File: src/rtl/linebuf_ctrl.sv
// Read-address sequencer and window tagger for a 5x5 sliding-window line buffer.
// Streams one frame from a synchronous RAM and flags complete in-image windows.
//
// state | meaning
// IDLE  | waiting for start; outputs quiet
// READ  | issuing one RAM address per cycle, raster order
// DRAIN | RAM/line-buffer pipeline empties, no reads
// DONE  | one-cycle frame-end pulse
module linebuf_ctrl #(
  parameter int DWIDTH = 16,
  parameter int AWIDTH = 12,
  parameter int IMGW   = 12,
  parameter int IMGH   = 12,
  parameter int FSIZE  = 5
) (
  input  logic              clk,
  input  logic              xrst,
  input  logic              start,
  input  logic [AWIDTH-1:0] base_addr,
  output logic [AWIDTH-1:0] mem_addr,
  output logic              mem_re,
  output logic              win_valid,
  output logic [7:0]        win_x,
  output logic [7:0]        win_y,
  output logic              busy,
  output logic              done
);

  localparam int CW        = (IMGW > 1) ? $clog2(IMGW) : 1;
  localparam int RW        = (IMGH > 1) ? $clog2(IMGH) : 1;
  localparam int DRAIN_LEN = 2;

  localparam logic [CW-1:0] COL_LAST = CW'(IMGW - 1);
  localparam logic [RW-1:0] ROW_LAST = RW'(IMGH - 1);
  localparam logic [CW-1:0] COL_MIN  = CW'(FSIZE - 1);
  localparam logic [RW-1:0] ROW_MIN  = RW'(FSIZE - 1);

  // Window coordinates are 8 bits wide, and the window must fit in the image.
  if (FSIZE > IMGW || FSIZE > IMGH || IMGW > 256 || IMGH > 256 || DWIDTH < 1) begin : g_cfg_err
    $error("linebuf_ctrl: inconsistent parameter set");
  end

  typedef enum logic [1:0] {
    IDLE  = 2'd0,
    READ  = 2'd1,
    DRAIN = 2'd2,
    DONE  = 2'd3
  } state_t;

  state_t            state_q, state_d;
  logic [AWIDTH-1:0] mem_addr_q, mem_addr_d;
  logic              mem_re_q, mem_re_d;
  logic [CW-1:0]     col_q, col_d;
  logic [RW-1:0]     row_q, row_d;
  logic [1:0]        drain_cnt_q, drain_cnt_d;
  logic              busy_q, busy_d;
  logic              done_q, done_d;
  logic              tag_v1_q, tag_v1_d;
  logic [7:0]        tag_x1_q, tag_x1_d;
  logic [7:0]        tag_y1_q, tag_y1_d;
  logic              win_valid_q, win_valid_d;
  logic [7:0]        win_x_q, win_x_d;
  logic [7:0]        win_y_q, win_y_d;

  logic              tag;
  logic [7:0]        tag_x;
  logic [7:0]        tag_y;

  // Tag describes the pixel being issued this cycle as a window's bottom-right corner.
  assign tag   = mem_re_q && (row_q >= ROW_MIN) && (col_q >= COL_MIN);
  assign tag_x = 8'(col_q - COL_MIN);
  assign tag_y = 8'(row_q - ROW_MIN);

  always_comb begin
    state_d     = state_q;
    mem_addr_d  = mem_addr_q;
    mem_re_d    = mem_re_q;
    col_d       = col_q;
    row_d       = row_q;
    drain_cnt_d = drain_cnt_q;
    busy_d      = busy_q;
    done_d      = 1'b0;

    tag_v1_d    = tag;
    tag_x1_d    = tag ? tag_x : tag_x1_q;
    tag_y1_d    = tag ? tag_y : tag_y1_q;
    win_valid_d = tag_v1_q;
    win_x_d     = tag_v1_q ? tag_x1_q : win_x_q;
    win_y_d     = tag_v1_q ? tag_y1_q : win_y_q;

    case (state_q)
      IDLE: begin
        if (start) begin
          state_d    = READ;
          mem_addr_d = base_addr;
          mem_re_d   = 1'b1;
          busy_d     = 1'b1;
          col_d      = '0;
          row_d      = '0;
        end
      end
      READ: begin
        if (col_q == COL_LAST) begin
          col_d = '0;
          if (row_q == ROW_LAST) begin
            state_d     = DRAIN;
            mem_re_d    = 1'b0;
            drain_cnt_d = 2'(DRAIN_LEN - 1);
          end else begin
            row_d      = row_q + 1'b1;
            mem_addr_d = mem_addr_q + 1'b1;
          end
        end else begin
          col_d      = col_q + 1'b1;
          mem_addr_d = mem_addr_q + 1'b1;
        end
      end
      DRAIN: begin
        if (drain_cnt_q == 2'd0) begin
          state_d = DONE;
          done_d  = 1'b1;
        end else begin
          drain_cnt_d = drain_cnt_q - 1'b1;
        end
      end
      DONE: begin
        state_d = IDLE;
        busy_d  = 1'b0;
      end
      default: begin
        state_d  = IDLE;
        mem_re_d = 1'b0;
        busy_d   = 1'b0;
      end
    endcase
  end

  always_ff @(posedge clk or negedge xrst) begin
    if (!xrst) begin
      state_q     <= IDLE;
      mem_addr_q  <= '0;
      mem_re_q    <= 1'b0;
      col_q       <= '0;
      row_q       <= '0;
      drain_cnt_q <= '0;
      busy_q      <= 1'b0;
      done_q      <= 1'b0;
      tag_v1_q    <= 1'b0;
      tag_x1_q    <= '0;
      tag_y1_q    <= '0;
      win_valid_q <= 1'b0;
      win_x_q     <= '0;
      win_y_q     <= '0;
    end else begin
      state_q     <= state_d;
      mem_addr_q  <= mem_addr_d;
      mem_re_q    <= mem_re_d;
      col_q       <= col_d;
      row_q       <= row_d;
      drain_cnt_q <= drain_cnt_d;
      busy_q      <= busy_d;
      done_q      <= done_d;
      tag_v1_q    <= tag_v1_d;
      tag_x1_q    <= tag_x1_d;
      tag_y1_q    <= tag_y1_d;
      win_valid_q <= win_valid_d;
      win_x_q     <= win_x_d;
      win_y_q     <= win_y_d;
    end
  end

  assign mem_addr  = mem_addr_q;
  assign mem_re    = mem_re_q;
  assign win_valid = win_valid_q;
  assign win_x     = win_x_q;
  assign win_y     = win_y_q;
  assign busy      = busy_q;
  assign done      = done_q;

endmodule

File: config.mk
export PLATFORM = sky130hd
export DESIGN_NAME = linebuf_ctrl
export DESIGN_NICKNAME = d
export VERILOG_FILES = /design/src/rtl/linebuf_ctrl.sv
export SDC_FILE = /design/constraint.sdc
export NUM_CORES = 1
export LEC_CHECK = 0
export ABC_CLOCK_PERIOD_IN_PS = 3040
export CAP_MARGIN = 25
export CORE_MARGIN = 2
export CORE_UTILIZATION = 34
export DETAILED_ROUTE_END_ITERATION = 7
export GPL_TIMING_DRIVEN = 0
export PLACE_DENSITY = 0.64
export SYNTH_ARGS = -nofsm -noshare
export SYNTH_HDL_FRONTEND = slang
export SYNTH_SLANG_ARGS = --single-unit
File: constraint.sdc
create_clock -name clk -period 3.04 [get_ports clk]
set_input_delay 0.608 -clock clk [delete_from_list [all_inputs] [get_ports clk]]
set_output_delay 0.608 -clock clk [all_outputs]
set_load 0.03 [all_outputs]
==> metrics.md, run 1 <==
| Metric | Value |
|---|---|
| Final #Nets | 331 |
| Hold_buf cts | 0 |
| Initial antenna violation count | 0 |
| Finished Cell Area | 3310 µm² |
| Post-synth top area share | 47.4% |
| Root buf cell | clkbuf_8 |
| Final clock skew | 0.00630 ns |
| WHS | 0.315 ns |
| Worst path cell trace | clkdlybuf4s50_1 |
| Period utilisation layout | 70.4% |
| Post-DP Area | 3200 µm² |
| Final TNS setup | 0 ns |
| P_leak | 1.44 nW |
| Top FF cell, synth | dfrtp_1 |
| Final worst slack | 0.899 ns |
| Starting Density | 35.3% |
| Cts bufs inserted | 5 |
| Yosys cell types | 45 |
| Clock Path Buffers | 2 |
| Via density | 5.07 |
| Vias | 2047 |
| Worst-Margin Slew | 0.637 ns |
| Overall global routing resource usage | 14.2% |
| Num rows | 31 |
| Yosys warns | 0 |
| Pin count of the biggest net entering global routing | 28 |
| Clock sink count | 49 |
| Final critical-path required period | 2.14 ns |
| I/O Pins | 47 |
| NetSw | 1.23 mW |
| Setup Fix Bufs, Post-CTS | 0 |
| Overall power | 2.90 mW |
| Layout Cells excl Fill | 404 |
| CTS tree | yes |
| Yosys reg bits | 49 |
| Floorplan core area | 7330 µm² |
| Arrival @ worst endpoint | 1.53 ns |
| Max cap viols | 0 |
| Peak VDD IR | 0.591 mV |
| Filler instances | 697 |
| Critical Path RT | 2.43 ns |
| Max Freq | 467 MHz |
| Sequential fraction of the synthesis area | 47.4% |
| Cell Int Power | 1.67 mW |
| DRT Pass-1 Iters | 4 |
| Htree depth | 2 |
| Crit path capture type | output port |
| Placement Setup Slack | 0.836 ns |
| Switching share of total power | 42.4% |
| Max stage delay on crit path | 0.73 ns |
| Routed WL | 5.55 mm |
| First-pass GRT wire length | 9.73 mm |
| Final setup violation count | 0 |
| Flop pwr share | 35.5% |
| Post-Synthesis Cells | 250 |
| Rel. slew slack | 57.5% |
| Crit Path Max Fanout | 7 |
| Slowest CP cell | clkdlybuf4s50_1 |
| Ys async rst share | 100% |
| Status | complete, no violations |
| # resized after CTS | 0 |
| Vias in the first global route | 2013 |
| Combinational Power Share | 48.4% |
| Average cell area after synthesis | 10.4 µm² |
| Number of nets with antenna violations after routing | 0 |
| HPWL reported at the end of detailed placement | 4.04 mm |
| Grt total ovfl | 0 |
| Number of enable flip-flop cells after synthesis | 0 |
| Power per cell area | 877 nW/µm² |
| Clock-pin slew on the worst setup and hold paths | 0.09 ns |
| Routed len/inst | 13.7 µm |
| P&R area growth vs syn | 27.7% |
| Initial DRC Count | 102 |
| Die width | 91.3 µm |
| Fin. max-slew vios | 0 |
| # port buffers | 46 |
| Ant diodes | 0 |
| Die height | 91.3 µm |
| Hold WC Path Type | input port to async pin |
| # DRC | 0 |
| Post-synth top area cell | dfrtp_1 |
| Startpoint types | flip-flop |
| Die area | 8330 µm² |
| Netlist area before placement | 2590 µm² |
| Hold Fails Final Rpt | 0 |
| Layout cells sized above 1 | 16.7% |
| Post-layout util | 45.1% |
| WP buf/inv | 1 |
| Cells taking the most area after synthesis | dfrtp_1 47%, mux2_2 7.0%, ha_1 5.8% |
| RSZ-0062 raised after global routing | false |
| Clock power frac | 16.1% |
| WS Path Type | flip-flop to output port |
| Worst skew pair latency | 0.30 ns |
| RD Place Congestion | 0.760 |
| Placed Instances | 396 |
| Syn nets | 277 |
| Cell family contributing the most delay on the critical path | buffers and inverters |
## cells in the mapped netlist (3+ instances only)
library cell	number
a21oi_1	18
a22o_1	3
a2bb2oi_1	3
and2_1	4
and3_1	3
buf_2	9
buf_4	7
dfrtp_1	49
ha_1	12
inv_1	11
mux2_2	16
mux2i_1	4
nand2_1	24
nand2b_1	4
nand3_1	15
nand4_1	5
nor2_1	9
o21ai_0	18
o22ai_1	4
## final timing paths
path                                         startpoint                      to  slack, ns  cells after the start
worst min-delay path                               xrst    win_y[6]$_DFFE_PN0P_       0.31                      1
min in group clk                     tag_v1_q$_DFF_PN0_     win_valid$_DFF_PN0_       0.38                      0
worst min register to register       tag_v1_q$_DFF_PN0_     win_valid$_DFF_PN0_       0.38                      0
worst max-delay path            mem_addr[8]$_DFFE_PN0P_             mem_addr[8]       0.90                      1
worst max register to register     row_q[2]$_DFFE_PN0P_  state_q[1]$_DFFE_PN0P_       1.15                      7
max in group asynchronous                          xrst        busy$_DFFE_PN0P_       2.18                      2
## layout make-up
cell class	instances	area (µm²)	area share, %
tap	99	124	3.75
timing repair buffer	47	483	14.6
multi-input combinational	172	1220	36.8
buffer	18	105	3.18
inverter	11	41.3	1.25
sequential	49	1230	37.1
clock buffer	6	72.6	2.19
clock inverter	2	38.8	1.17
## cells in the final DEF (no fill, tap or decap), types with 7 or more instances in the layout
cell | netlist | routed
nand2_1 | 24 | 24
ha_1 | 12 | 12
buf_4 | 7 | 7
nand3_1 | 15 | 15
o21ai_0 | 18 | 18
dfrtp_1 | 49 | 49
buf_2 | 9 | 10
clkdlybuf4s50_1 | 0 | 45
inv_1 | 11 | 11
nor2_1 | 9 | 9
a21oi_1 | 18 | 18
mux2_2 | 16 | 16
## kinds of logic after synthesis
kind of cell / synth area share [%]
buffers and inverters: 5.65
XOR/XNOR: 0.677
AND/OR/NAND/NOR: 14.9
multiplexers: 9.81
flip-flops: 47.4
adder cells (fa/ha/maj): 5.80
AO/OA/AOI/OAI: 15.8
## per-layer routing
metal / wire length, µm / vias up / GRT usage [%]
li1: - / 1003 / -
met1: 2690 / 980 / 19.9
met2: 2570 / 54 / 22.5
met3: 206 / 10 / 2.57
met4: 81 / 0 / 4.29
met5: 0 / - / 0
## power groups by stage
| stage | Clock, mW | Sequential [mW] | Combinational, mW |
|---|---|---|---|
| 5_1_grt | 0.513 | 1.06 | 1.55 |
| 4_1_cts | 0.486 | 1.02 | 1.41 |
| 3_5_place_dp | 0 | 1.04 | 1.41 |
| 3_3_place_gp | 0 | 1.03 | 1.37 |
| 6_report | 0.469 | 1.03 | 1.40 |
| 2_1_floorplan | 0 | 1.16 | 0.823 |
## registers in the layout (all words and copies together), names as in the netlist
register and count:
drain_cnt_q 2, row_q 4, col_q 4, tag_v1_q 1, win_y 5, win_valid 1
win_x 5, done 1, tag_y1_q 5, tag_x1_q 5, mem_addr 12, mem_re 1
busy 1, state_q 2
(Power assumes the default switching activity.)
==> run 2: changes to the inputs <==
ABC_CLOCK_PERIOD_IN_PS = 1850   (was 3040)
PLACE_DENSITY = 0.66   (was 0.64)
clock period = 1.85 ns   (was 3.04 ns; I/O delays follow)
==> run 2 against run 1 <==
  * Final cell count up 0.74%
  * Hold slack worse by 0.22 ns
  * Core utilization increased by 0.87 points
  * Via count is the same
  * Sequential share of layout area shrank 0.66 points
  * Sequential cell count unchanged
  * Clock power up 68%
  * Non-clock buffer count is 3 higher
  * Register-to-register slack worse by 1.0 ns
  * Worst setup slack worse by 0.83 ns
  * Die area is the same
  * Count of clock-buffer cells in the layout grew 1
==> metrics.md, run 2 (same netlist as run 1, synthesis figures left out) <==
| Metric | Value |
|---|---|
| Status | complete, no violations |
| Hold Fails Final Rpt | 0 |
| Cell family contributing the most delay on the critical path | buffers and inverters |
| Starting Density | 35.3% |
| Reg2reg end | row_q[3]$_DFFE_PN0P_ |
| Clock Path Buffers | 2 |
| Multi-input gate area | 1240 µm² |
| Die area | 8330 µm² |
| Number of nets with antenna violations after routing | 0 |
| Finished Cell Area | 3370 µm² |
| # port buffers | 46 |
| Cts bufs inserted | 5 |
| I/O Pins | 47 |
| Initial DRC Count | 90 |
| Grt total ovfl | 0 |
| HPWL reported at the end of detailed placement | 3.96 mm |
| WHS | 0.0949 ns |
| Slowest CP cell | clkdlybuf4s50_1 |
| Max Freq | 562 MHz |
| Most frequent cells in the layout | 48 x dfrtp_1, 30 x clkdlybuf4s50_1, 24 x nand2_1 |
| Worst skew pair latency | 0.30 ns |
| Clock sink count | 49 |
| Root buf cell | clkbuf_8 |
| Routed len/inst | 13.3 µm |
| Reg2reg start | state_q[0]$_DFFE_PN0P_ |
| Ant diodes | 0 |
| Vias | 2047 |
| WP buf/inv | 1 |
| Layout cells sized above 1 | 19.2% |
| Hold WC Path Type | input port to async pin |
| Floorplan core area | 7330 µm² |
| Power per cell area | 1430 nW/µm² |
| First-pass GRT wire length | 9.43 mm |
| Initial antenna violation count | 0 |
| Htree depth | 2 |
| Vias in the first global route | 2036 |
| Startpoint types | flip-flop |
| Final setup violation count | 0 |
| Overall power | 4.82 mW |
| Num rows | 31 |
| R2R cell count | 7 |
| Fin. max-slew vios | 0 |
| Final critical-path required period | 1.78 ns |
| Via density | 5.03 |
| Worst path cell trace | clkdlybuf4s50_1 |
| Reg area | 1230 µm² |
| Final clock skew | 0.0119 ns |
| Filler instances | 700 |
| DRT Pass-1 Iters | 4 |
| Max stage delay on crit path | 0.71 ns |
| Die height | 91.3 µm |
| Max cap viols | 0 |
| Largest register FFs | 12 |
| CTS tree | yes |
| Worst-Margin Slew | 0.667 ns |
| Clock-pin slew on the worst setup and hold paths | 0.09 ns |
| Overall global routing resource usage | 13.8% |
| # DRC | 0 |
| Final #Nets | 334 |
| Peak VDD IR | 0.687 mV |
| Reg-to-reg slack, setup | 0.10 ns |
| Die width | 91.3 µm |
| P&R area growth vs syn | 30.2% |
| Stages on worst setup path | 1 |
| Period utilisation layout | 96.2% |
| Post-DP Area | 3200 µm² |
| Arrival @ worst endpoint | 1.41 ns |
| Pin count of the biggest net entering global routing | 28 |
| Crit Path Max Fanout | 4 |
| RSZ-0062 raised after global routing | false |
| Crit path capture type | output port |
| RD Place Congestion | 0.790 |
| Routed WL | 5.41 mm |
| P_leak | 1.54 nW |
| Rel. slew slack | 55.6% |
| Critical Path RT | 1.48 ns |
| Commonest non-fill, non-tap cell in the layout | dfrtp_1 |
| WS Path Type | flip-flop to output port |
## run 2: cell count changes in the layout (fill, tap and decap cells not counted), sizes merged
cell	previous run	this run
dlymetal6s2s	0	5
clkbuf	8	12
clkinv	1	0
dlygate4sd2	0	10
clkdlybuf4s50	45	30
## run 2: what timing repair did
action,CTS,global route
hold buffers,0,0
buffers inserted,1,2
resized for setup,12,16
pin swaps,1,0
setup endpoints to repair,11,18
## run 2: how the worst max path moves through the flow
stage,startpoint,end
after floorplan,row_q[2]$_DFFE_PN0P_,state_q[1]$_DFFE_PN0P_
after global placement,xrst,mem_addr[2]$_DFFE_PN0P_
after detailed placement,start,state_q[1]$_DFFE_PN0P_
after CTS,mem_addr[0]$_DFFE_PN0P_,mem_addr[0]
after global routing,row_q[1]$_DFFE_PN0P_,state_q[1]$_DFFE_PN0P_
final,mem_re$_DFFE_PN0P_,mem_re
## run 2: power breakdown
group	total (mW)	switching, mW	leakage (nW)	internal, mW
sequential	1.67	0.315	0.630	1.36
combinational	2.36	1.34	0.852	1.02
clock	0.786	0.345	0.0585	0.441
total	4.82	2.00	1.54	2.82
## run 2: per-layer routing
| layer | global-route usage, % | part of all wire, % |
|---|---|---|
| met1 | 18.6 | 47 |
| met2 | 22.7 | 48 |
| met3 | 2.32 | 4.2 |
| met4 | 4.17 | 0.76 |
| met5 | 0 | 0 |
## run 2: layout make-up
type,count,share of cell area [%]
Clock buffer,7,2.56
Buffer,18,3.49
Tap cell,99,3.67
Timing Repair Buffer,50,15.0
Multi-Input combinational cell,172,36.7
Inverter,11,1.22
Clock inverter,1,0.891
Sequential cell,49,36.4
## run 2: metrics by stage
step / std cells / setup slack [ns] / utilization [%] / setup TNS (ns)
after floorplan: 250 / 0.136 / - / 0
after global placement: 395 / -1.04 / 43.3 / -51.54
after detailed placement: 396 / -0.122 / 43.6 / -0.566
after CTS: 405 / 0.000261 / 45.2 / 0
after global routing: 407 / 0.0000362 / 46.0 / 0
final: 407 / 0.0710 / 46.0 / 0
